==> config.mk <==
export PLATFORM = sky130hd
export DESIGN_NAME = keypad_scanner
export DESIGN_NICKNAME = d
export VERILOG_FILES = /design/src/rtl/keypad_scanner.sv
export SDC_FILE = /design/constraint.sdc
export NUM_CORES = 1
export LEC_CHECK = 0
export BUFFER_PORTS_ARGS = -buffer_cell sky130_fd_sc_hd__buf_2
export CAP_MARGIN = 20
export CORE_MARGIN = 8
export CORE_UTILIZATION = 35
export CTS_CLUSTER_DIAMETER = 40
export DETAILED_ROUTE_END_ITERATION = 7
export GPL_ROUTABILITY_DRIVEN = 0
export PLACE_DENSITY = 0.57
export SLEW_MARGIN = 20
export SYNTH_ARGS = -nofsm -noshare
export SYNTH_HDL_FRONTEND = slang
export SYNTH_SLANG_ARGS = --single-unit
==> constraint.sdc <==
create_clock -name clk -period 2.9 [get_ports clk]
set_clock_uncertainty 0.15 [all_clocks]
set_input_delay 0.435 -clock clk [delete_from_list [all_inputs] [get_ports clk]]
set_output_delay 0.435 -clock clk [all_outputs]
set_load 0.05 [all_outputs]
==> src/rtl/keypad_scanner.sv <==
`default_nettype none
// ============================================================================
// Module      : keypad_scanner
// Description : 4x4 matrix keypad scanner with a row synchronizer, column
//               scan, and press/release debounce. Reports one key at a time
//               as an encoded nibble with a held level and a press strobe.
// Revision    : 1.0 - initial release
// ----------------------------------------------------------------------------
// Parameters
//   SETTLE_CYCLES  : cycles each column is driven before its rows are sampled
//                    (3..15)
//   DEBOUNCE_COUNT : consecutive matching samples to accept a press or a
//                    release (2..255)
// Ports
//   clk        in  1  rising-edge clock
//   reset      in  1  asynchronous active-high reset
//   row_in     in  4  keypad rows, active-low, asynchronous to clk
//   col_out    out 4  column drive, exactly one bit low (the active column)
//   key_code   out 4  {row[1:0], col[1:0]} of the accepted key
//   key_valid  out 1  high while a debounced key is held
//   key_strobe out 1  one-cycle pulse per accepted press
// ============================================================================
module keypad_scanner #(
  parameter int SETTLE_CYCLES  = 4,
  parameter int DEBOUNCE_COUNT = 8
) (
  input  logic       clk,
  input  logic       reset,
  input  logic [3:0] row_in,
  output logic [3:0] col_out,
  output logic [3:0] key_code,
  output logic       key_valid,
  output logic       key_strobe
);

  localparam int CNT_W = $clog2(DEBOUNCE_COUNT + 1);
  localparam int SET_W = 4;

  localparam logic [CNT_W-1:0] DEB_TARGET  = CNT_W'(DEBOUNCE_COUNT);
  localparam logic [SET_W-1:0] SETTLE_LAST = SET_W'(SETTLE_CYCLES - 1);

  typedef enum logic [1:0] {
    ST_SCAN     = 2'd0,
    ST_DEBOUNCE = 2'd1,
    ST_HELD     = 2'd2,
    ST_RELEASE  = 2'd3
  } state_e;

  // --------------------------------------------------------------------------
  // Row synchronizer. Idle rows read high, so the flops reset to all ones to
  // avoid a false press right after reset.
  // --------------------------------------------------------------------------
  logic [3:0] sync1_q;
  logic [3:0] rs_q;

  always_ff @(posedge clk or posedge reset) begin
    if (reset) begin
      sync1_q <= 4'b1111;
      rs_q    <= 4'b1111;
    end else begin
      sync1_q <= row_in;
      rs_q    <= sync1_q;
    end
  end

  // --------------------------------------------------------------------------
  // Scanner state
  // --------------------------------------------------------------------------
  state_e           state_q,      state_d;
  logic [1:0]       col_q,        col_d;
  logic [1:0]       row_q,        row_d;
  logic [SET_W-1:0] settle_q,     settle_d;
  logic [CNT_W-1:0] cnt_q,        cnt_d;
  logic [3:0]       key_code_q,   key_code_d;
  logic             key_valid_q,  key_valid_d;
  logic             key_strobe_q, key_strobe_d;

  always_ff @(posedge clk or posedge reset) begin
    if (reset) begin
      state_q      <= ST_SCAN;
      col_q        <= 2'd0;
      row_q        <= 2'd0;
      settle_q     <= '0;
      cnt_q        <= '0;
      key_code_q   <= 4'h0;
      key_valid_q  <= 1'b0;
      key_strobe_q <= 1'b0;
    end else begin
      state_q      <= state_d;
      col_q        <= col_d;
      row_q        <= row_d;
      settle_q     <= settle_d;
      cnt_q        <= cnt_d;
      key_code_q   <= key_code_d;
      key_valid_q  <= key_valid_d;
      key_strobe_q <= key_strobe_d;
    end
  end

  // --------------------------------------------------------------------------
  // Helpers
  // --------------------------------------------------------------------------
  logic             w_any_low;
  logic [1:0]       w_low_idx;
  logic             w_row_high;
  logic [CNT_W-1:0] w_cnt_inc;

  assign w_any_low  = ~&rs_q;
  // Only the captured row is watched outside SCAN; other rows are ignored.
  assign w_row_high = rs_q[row_q];
  // Saturating increment: the counter never wraps back to zero.
  assign w_cnt_inc  = (cnt_q == DEB_TARGET) ? cnt_q : cnt_q + CNT_W'(1);

  // Lowest-index low row wins when several rows are down in one column.
  always_comb begin
    w_low_idx = 2'd0;
    if (!rs_q[0]) begin
      w_low_idx = 2'd0;
    end else if (!rs_q[1]) begin
      w_low_idx = 2'd1;
    end else if (!rs_q[2]) begin
      w_low_idx = 2'd2;
    end else if (!rs_q[3]) begin
      w_low_idx = 2'd3;
    end
  end

  // --------------------------------------------------------------------------
  // Next-state logic
  // --------------------------------------------------------------------------
  always_comb begin
    state_d      = state_q;
    col_d        = col_q;
    row_d        = row_q;
    settle_d     = settle_q;
    cnt_d        = cnt_q;
    key_code_d   = key_code_q;
    key_valid_d  = key_valid_q;
    key_strobe_d = 1'b0;

    unique case (state_q)
      ST_SCAN: begin
        if (settle_q == SETTLE_LAST) begin
          // Last settle cycle of this column: rows are now valid for it.
          settle_d = '0;
          if (w_any_low) begin
            row_d   = w_low_idx;
            cnt_d   = '0;
            state_d = ST_DEBOUNCE;
          end else begin
            col_d = col_q + 2'd1;
          end
        end else begin
          settle_d = settle_q + SET_W'(1);
        end
      end

      ST_DEBOUNCE: begin
        if (!w_row_high) begin
          cnt_d = w_cnt_inc;
          if (w_cnt_inc == DEB_TARGET) begin
            state_d      = ST_HELD;
            key_code_d   = {row_q, col_q};
            key_valid_d  = 1'b1;
            key_strobe_d = 1'b1;
          end
        end else begin
          // Bounce: abandon this key silently and move on.
          state_d  = ST_SCAN;
          col_d    = col_q + 2'd1;
          settle_d = '0;
          cnt_d    = '0;
        end
      end

      ST_HELD: begin
        if (w_row_high) begin
          cnt_d   = '0;
          state_d = ST_RELEASE;
        end
      end

      ST_RELEASE: begin
        if (w_row_high) begin
          cnt_d = w_cnt_inc;
          if (w_cnt_inc == DEB_TARGET) begin
            state_d     = ST_SCAN;
            key_valid_d = 1'b0;
            col_d       = col_q + 2'd1;
            settle_d    = '0;
            cnt_d       = '0;
          end
        end else begin
          // Release glitch: back to holding, no new strobe.
          state_d = ST_HELD;
          cnt_d   = '0;
        end
      end

      default: begin
        state_d = ST_SCAN;
      end
    endcase
  end

  // --------------------------------------------------------------------------
  // Outputs. The column drive decodes straight from col_q so reset forces
  // 4'b1110 without waiting for a clock edge.
  // --------------------------------------------------------------------------
  assign col_out    = ~(4'b0001 << col_q);
  assign key_code   = key_code_q;
  assign key_valid  = key_valid_q;
  assign key_strobe = key_strobe_q;

endmodule
`default_nettype wire

==> results of run 1 <==
-- layout make-up --
cell class	count	area share [%]
tap	50	4.01
timing repair buffer	16	5.29
multi-input combinational	81	39.4
sequential	28	45.5
clock buffer	4	2.89
inverter	12	2.89
-- worst min-delay path by stage --
| stage | startpoint | end | slack [ps] | depth (start not counted) |
|---|---|---|---|---|
| after floorplan | sync1_q[0] | rs_q[0] | 200 | 0 |
| after global placement | sync1_q[0] | rs_q[0] | 200 | 0 |
| after detailed placement | sync1_q[2] | rs_q[2] | 200 | 0 |
| after CTS | row_in[3] | sync1_q[3] | 100 | 1 |
| after global routing | row_in[0] | sync1_q[0] | 90 | 1 |
| final | reset | settle_q[0] | 90 | 2 |
-- Yosys cell counts, drive strengths merged, types with 2 or more instances --
library cell  number  area (sq um)
nand2b             2          12.5
a211oi             2          15.0
dfstp              8           210
and2               2          12.5
inv               12          45.0
nor3               3          15.0
mux2               7          93.8
a21oi              6          30.0
clkbuf             2          7.51
nand3              4          20.0
nor2               3          11.3
o31ai              2          15.0
xnor2              2          17.5
o21ai             12          60.1
nand2              8          32.5
a22o               3          26.3
dfrtp             20           500
nor3b              2          15.0
ha                 7          87.6
-- state kept, by name (all words and copies together) (netlist names), named ones only --
name	count
key_valid	1
key_strobe	1
rs_q	4
settle_q	4
key_code	4
sync1_q	4
row_q	2
cnt_q	4
col_q	2
state_q	1
-- metal layers --
layer  up-vias  global-route usage, %  share of wire, %
met3         6                   2.82               3.8
met2        21                   16.4                51
met5         -                      0                 0
li1        472                      -                 -
met1       477                   9.69                43
met4         0                   3.89               1.9
-- per-stage QoR --
step	power, mW	utilization, %	instances
after detailed placement	1.15	38.7	187
after CTS	1.37	39.9	191
after floorplan	1.01	-	124
after global placement	1.12	38.7	187
after global routing	1.45	39.9	191
final	1.35	39.9	191
-- cells by family (layout without fill, tap and decap cells) --
family	after synthesis	count (layout)	synth area share, %
compound gates	33	33	15.3
simple gates	29	29	11.6
flops	28	28	51.2
buf+inv	15	32	4.59
mux	9	9	9.10
fa+ha+maj	7	7	6.31
xor+xnor	3	3	1.89
-- cell usage in the layout, fill, tap and decap left out, types with 4 or more instances in the layout --
master / synthesis / layout
dfrtp_1: 20 / 20
buf_2: 0 / 15
o21ai_0: 11 / 11
inv_1: 12 / 11
dfstp_2: 8 / 8
nand2_1: 7 / 7
ha_1: 7 / 7
a21oi_1: 6 / 6
nand3_1: 4 / 4
mux2_4: 4 / 4
-- worst max-delay path, delay by kind of cell (launching register included) --
family | cells | cell delay [ps]
AOI/OAI and AO/OA | 3 | 620
and+or+nand+nor | 1 | 590
DFF | 1 | 440
muxes | 1 | 320
adders and majority gates | 1 | 230
buffers and inverters | 1 | 70
-- power by group --
group / switching, mW / internal (mW)
logic: 0.341 / 0.213
clock network: 0.112 / 0.0984
registers: 0.118 / 0.469
total: 0.571 / 0.781
==> results.tsv, run 1 <==
stage	metric	value	unit
detailed_routing	vias per cell	5.11	
clocking	H-tree depth	1	
critical_path	slowest CP cell	or4_4	
timing	Max Fclk	395	MHz
grt	initial antenna violation count	0	
power	peak supply drop	0.000312	V
logic_synthesis	Syn Inst Count	124	
detailed_routing	Routed wire per std cell	14.0	microns
clocking	post_cts resized	0	
timing	final hold vios	0	
detailed_routing	DRT iter0 DRCs	51	
detailed_routing	Vias	976	
timing	final hold slack	94.7	ps
critical_path	R2R Path End	key_code[2]	
logic_synthesis	register area share after synthesis	51.2	%
power	pwr/cell area	867	nW/um^2
clocking	Worst-path clk slew	90	ps
critical_path	CP max FO	7	
floorplan	Die X	79.0	microns
critical_path	crit path capture	key_code[2]	
clocking	worst-skew pair later-pin latency	270	ps
timing	setup TNS	0	ps
clocking	CTS sink count	28	
placed_design	cell area after placement	1520	sq um
timing	count of final max-slew check failures	0	
floorplan	number of I/O pins	16	
detailed_routing	drt total wl	2680	microns
timing	Slew headroom	37.9	%
hold_path	Hold Path Class	in -> async	
finish	Fillers	417	
grt	grt total ovfl	0	
timing	Slew @ Worst Pin	926	ps
logic_synthesis	Primary FF master, synth	dfrtp_1	
grt	largest net degree at the start of global routing	27	
finish	layout cell share with drive strength beyond 1	26.2	%
critical_path	worst reg2reg path startpoint	cnt_q[0]	
finish	footprint of the multi-input gates	614	sq um
clocking	Root Buffer	clkbuf_8	
critical_path	WP data required	2910	ps
detailed_routing	drt pass-1 iters	4	
logic_synthesis	syn_area_per_cell	11.2	sq um
grt	all-layer global routing usage	9.15	%
critical_path	R2R Setup Slk	370	ps
critical_path	Crit. Startpoint	cnt_q[0]	
timing	RSZ-0062 raised after global routing	no	
logic_synthesis	register bit total from synthesis	28	
grt	vias in the first global route	1016	
critical_path	Setup CP Type	reg -> reg	
logic_synthesis	EDFF count, synth	0	
critical_path	worst stage delay on the critical path	590	ps
clocking	Clock Path Buffers	2	
placed_design	DP Wirelength	2000	microns
logic_synthesis	synth unique cells	39	
detailed_routing	residual DRC count	0	
critical_path	CP Cell Sequence	inv_1 > ha_1 > a211oi_1 > o21ai_1 > a21o_1 > or4_4 > mux2_4	
logic_synthesis	post-synthesis cell area	1390	sq um
flow_run	max-cap viol count	0	
grt	first-pass GRT wire length	4570	microns
critical_path	R2R cell count	7	
clocking	CTS Hold Bufs	0	
finish	n_diodes	0	
finish	post-layout net count	155	
timing	final setup fails	0	
logic_synthesis	asr flop ratio synth	100	%
critical_path	Worst setup SP type	flip-flop	
detailed_routing	Routed Antenna Nets	0	
timing	Setup WS post-layout	371	ps
finish	Reg area	711	sq um
floorplan	die span in y	79.0	microns
floorplan	initial core utilization	35.5	%
finish	area grow syn2layout	12.3	%
critical_path	Data arrival, critical path	2540	ps
floorplan	die area	6240	sq um
placed_design	IO Port Bufs	15	
placed_design	Setup WS pre-CTS	382	ps
critical_path	crit path capture type	flip-flop	
floorplan	num rows	23	
clocking	CTS buffer count	3	
power	Lkg Pwr	0.732	nW
finish	fin area	1560	sq um
outcome	outcome	finished, final reports clean	
timing	minimum clock period	2530	ps
logic_synthesis	Synth Net Count	137	
timing	crit share post-route	87.2	%
clocking	CTS tree	done	
clocking	# Post-CTS Setup Buffers	0	
floorplan	core area	3910	sq um
logic_synthesis	YS warnings	0	
Note: power is estimated with default switching activity, not from simulation.
==> run 2: changes to the inputs <==
clock period = 2.6 ns   (was 2.9 ns; I/O delays follow)
==> results.tsv, run 2 (synthesis results as in run 1) <==
stage	metric	value	unit
timing	RSZ-0062 raised after global routing	no	
clocking	Worst-path clk slew	90	ps
timing	setup TNS	0	ps
floorplan	num rows	23	
timing	count of final max-slew check failures	0	
timing	minimum clock period	2430	ps
placed_design	IO Port Bufs	15	
placed_design	DP Wirelength	1970	microns
critical_path	Data arrival, critical path	2440	ps
detailed_routing	drt total wl	2640	microns
detailed_routing	Vias	986	
critical_path	slowest CP cell	or4_4	
critical_path	CP Cell Sequence	inv_1 > ha_1 > nand2_2 > or3_1 > a21o_1 > or4_4 > mux2_4	
finish	Fillers	408	
finish	non-filler cells, final	192	
detailed_routing	DRT iter0 DRCs	86	
finish	layout cell share with drive strength beyond 1	27.5	%
timing	Slew @ Worst Pin	450	ps
finish	most frequent cells in the layout	19 x dfrtp_1, 15 x buf_2, 12 x inv_1	
clocking	H-tree depth	1	
grt	vias in the first global route	1048	
clocking	worst-skew pair later-pin latency	270	ps
critical_path	WP data required	2610	ps
power	peak supply drop	0.000377	V
finish	footprint of the multi-input gates	614	sq um
finish	most common cell after layout, fill and taps aside	dfrtp_1	
grt	all-layer global routing usage	8.97	%
outcome	outcome	finished, final reports clean	
critical_path	CP max FO	7	
finish	area grow syn2layout	13.0	%
critical_path	Worst setup SP type	flip-flop	
floorplan	initial core utilization	35.5	%
floorplan	Die X	79.0	microns
floorplan	die span in y	79.0	microns
detailed_routing	vias per cell	5.14	
critical_path	Setup CP Type	reg -> reg	
finish	post-layout net count	156	
critical_path	CP top delay family	simple AND/OR/NAND/NOR gates	
finish	Reg area	712	sq um
floorplan	core area	3910	sq um
timing	Max Fclk	411	MHz
clocking	CTS tree	done	
power	pwr/cell area	974	nW/um^2
grt	largest net degree at the start of global routing	29	
critical_path	CP Buf/Inv Count	1	
timing	final hold vios	0	
finish	final core utilization	40.1	%
placed_design	Cells after DPL	188	
flow_run	max-cap viol count	0	
detailed_routing	Routed wire per std cell	13.8	microns
critical_path	worst stage delay on the critical path	490	ps
timing	crit share post-route	93.5	%
power	Tot Pwr	1.53	mW
clocking	CTS sink count	28	
hold_path	Hold Path Class	in -> async	
timing	final setup fails	0	
critical_path	R2R Setup Slk	170	ps
detailed_routing	drt pass-1 iters	4	
clocking	CTS buffer count	3	
floorplan	die area	6240	sq um
finish	n_diodes	0	
detailed_routing	residual DRC count	0	
grt	first-pass GRT wire length	4550	microns
clocking	Clock Path Buffers	2	
finish	fin area	1570	sq um
timing	Slew headroom	69.8	%
power	Lkg Pwr	0.739	nW
clocking	Root Buffer	clkbuf_8	
floorplan	number of I/O pins	16	
critical_path	crit path capture type	flip-flop	
grt	initial antenna violation count	0	
placed_design	cell area after placement	1520	sq um
detailed_routing	Routed Antenna Nets	0	
grt	grt total ovfl	0	
[run 2: worst min-delay path: cells and delay by family]
kind,cells,cell delay [ps]
buffers and inverters,3,450
[run 2: cell type report]
| class | instances | area share (%) |
|---|---|---|
| sequential | 28 | 45.4 |
| multi-input combinational | 81 | 39.2 |
| timing repair buffer | 17 | 5.74 |
| tap | 50 | 3.99 |
| clock buffer | 4 | 2.87 |
| inverter | 12 | 2.87 |
[run 2: layer usage]
metal | vias to the layer above | wire (microns) | global-route usage, %
met2 | 18 | 1370 | 16.4
li1 | 472 | - | -
met1 | 494 | 1150 | 9.65
met3 | 2 | 111 | 3.05
met4 | 0 | 13 | 2.22
met5 | - | 0 | 0
[run 2: what timing repair did]
item / CTS / global route
setup buffers: 0 / 0
resized for setup: 0 / 1
setup endpoints to repair: 0 / 4
hold buffers: 0 / 0
[run 2: path summary, 6_finish.rpt]
kind                                  from          end  cells after the start
worst max-delay path              cnt_q[0]  key_code[2]                      7
worst min-delay path                 reset     row_q[1]                      3
worst max register to register    cnt_q[0]  key_code[2]                      7
worst min register to register  sync1_q[2]      rs_q[2]                      0
max in group asynchronous            reset      rs_q[0]                      3
min in group clk                 row_in[1]   sync1_q[1]                      1
[run 2: per-stage QoR]
stage / setup WS (ps) / hold slack [ps]
detailed placement: 92.4 / 197
finish: 169 / 12.2
global placement: 160 / 195
CTS: 68.8 / 23.8
global route: 74.0 / 40.9
floorplan: 165 / 195
[run 2: where the power goes]
group | internal (mW) | switching (mW)
combinational | 0.249 | 0.386
clock | 0.110 | 0.126
sequential | 0.525 | 0.132
total | 0.884 | 0.645
==> run 3: changes to the inputs <==
==> constraint.sdc (replaced) <==
create_clock -name clk -period 2.6 [get_ports clk]
set_clock_uncertainty 0.15 [all_clocks]
set_input_delay 0 -clock clk [delete_from_list [all_inputs] [get_ports clk]]
set_output_delay 0 -clock clk [all_outputs]
set_load 0.05 [all_outputs]
==> results.tsv, run 3 (synthesis results as in run 1) <==
stage	metric	value	unit
detailed_routing	Routed Antenna Nets	0	
flow_run	max-cap viol count	0	
timing	final setup fails	0	
finish	most frequent cells in the layout	20 x dfrtp_1, 15 x buf_2, 11 x o21ai_0, 11 x inv_1, 8 x dfstp_2	
finish	footprint of the multi-input gates	619	sq um
finish	post-layout net count	162	
timing	Setup WS post-layout	141	ps
timing	Slew @ Worst Pin	466	ps
clocking	Clock Path Buffers	2	
critical_path	CP Buf/Inv Count	1	
clocking	CTS sink count	28	
placed_design	Cells after DPL	188	
detailed_routing	Routed wire per std cell	13.4	microns
clocking	worst-skew pair later-pin latency	270	ps
grt	grt total ovfl	0	
placed_design	IO Port Bufs	15	
timing	final hold vios	0	
detailed_routing	vias per cell	4.92	
clocking	H-tree depth	1	
clocking	# Post-CTS Setup Buffers	0	
clocking	Worst-path clk slew	90	ps
floorplan	core area	3910	sq um
critical_path	Setup CP Type	reg -> reg	
detailed_routing	residual DRC count	0	
grt	largest net degree at the start of global routing	27	
critical_path	WP data required	2610	ps
floorplan	die span in y	79.0	microns
timing	RSZ-0062 raised after global routing	no	
timing	setup TNS	0	ps
finish	final core utilization	42.4	%
outcome	outcome	finished, final reports clean	
finish	area grow syn2layout	19.5	%
critical_path	Data arrival, critical path	2470	ps
critical_path	CP Cell Sequence	inv_1 > ha_1 > nand2_2 > or3_1 > a21o_1 > or4_4 > mux2_4	
clocking	Root Buffer	clkbuf_8	
power	pwr/cell area	941	nW/um^2
grt	initial antenna violation count	0	
critical_path	CP max FO	7	
critical_path	Worst setup SP type	flip-flop	
floorplan	initial core utilization	35.5	%
finish	non-filler cells, final	198	
placed_design	DP Wirelength	1980	microns
finish	most common cell after layout, fill and taps aside	dfrtp_1	
floorplan	Die X	79.0	microns
placed_design	Setup WS pre-CTS	24.5	ps
critical_path	CP top delay family	simple AND/OR/NAND/NOR gates	
grt	first-pass GRT wire length	4690	microns
clocking	CTS buffer count	3	
grt	all-layer global routing usage	9.27	%
clocking	CTS tree	done	
finish	n_diodes	0	
finish	Reg area	711	sq um
timing	final hold slack	70.3	ps
critical_path	worst stage delay on the critical path	490	ps
power	peak supply drop	0.000343	V
detailed_routing	Vias	975	
floorplan	num rows	23	
finish	layout cell share with drive strength beyond 1	27.7	%
hold_path	Hold Path Class	in -> async	
critical_path	crit path capture type	flip-flop	
detailed_routing	DRT iter0 DRCs	30	
floorplan	number of I/O pins	16	
timing	count of final max-slew check failures	0	
finish	Fillers	404	
detailed_routing	drt pass-1 iters	4	
timing	Slew headroom	68.8	%
floorplan	die area	6240	sq um
grt	vias in the first global route	1037	
critical_path	slowest CP cell	or4_4	
timing	minimum clock period	2460	ps
timing	crit share post-route	94.6	%
timing	Max Fclk	407	MHz
power	Lkg Pwr	0.777	nW
detailed_routing	drt total wl	2650	microns
## run 3: cell types whose count changed in the layout (fill, tap and decap cells not counted)
cell and change:
a211oi_2 +1, clkbuf_8 +1, a211oi_1 -1, inv_1 -1
buf_16 +1, clkinv_1 +1, dlygate4sd3_1 +5, clkbuf_1 -1
dfrtp_2 -1, dfrtp_1 +1
## run 3: path summary, 6_finish.rpt
path | start | to | slack, ps | cells after the start
worst min-delay path | reset | row_q[1] | 70 | 3
worst max register to register | cnt_q[0] | key_code[2] | 140 | 7
max in group asynchronous | reset | rs_q[3] | 1630 | 5
worst min register to register | sync1_q[2] | rs_q[2] | 210 | 0
min in group clk | sync1_q[2] | rs_q[2] | 210 | 0
worst max-delay path | cnt_q[0] | key_code[2] | 140 | 7
## run 3: final cells by class
cell class	count	share of cell area [%]
multi-input combinational	81	37.3
timing repair buffer	23	10.1
clock buffer	4	3.32
tap	50	3.77
inverter	12	2.71
sequential	28	42.8
## run 3: power by group
part	leakage [nW]	internal (mW)	total, mW	switching [mW]
registers	0.348	0.524	0.651	0.127
clock network	0.0288	0.135	0.265	0.130
logic	0.401	0.260	0.647	0.387
## run 3: per-layer routing
layer	vias up	GRT usage [%]	wire [microns]
met4	0	2.22	19
met1	470	10.2	1190
met5	-	0	0
met2	14	16.8	1330
met3	2	2.93	105
li1	489	-	-
## run 3: worst register-to-register path: stages (launching register included)
cell	delay, ps
dfrtp_1	450
inv_1	80
ha_1	210
nand2_2	90
or3_1	340
a21o_1	230
or4_4	490
mux2_4	320
## run 3: metrics by stage
stage / instance area, sq um / power, mW
final: 1660 / 1.56
after global routing: 1660 / 1.69
after CTS: 1630 / 1.57
after detailed placement: 1520 / 1.30
after global placement: 1520 / 1.27
after floorplan: 1390 / 1.12
## run 3: repair_timing
item	in CTS	in global routing
hold buffers	5	0
endpoints found under the setup margin	0	4
hold endpoints to repair	24	0
resized for setup	0	1
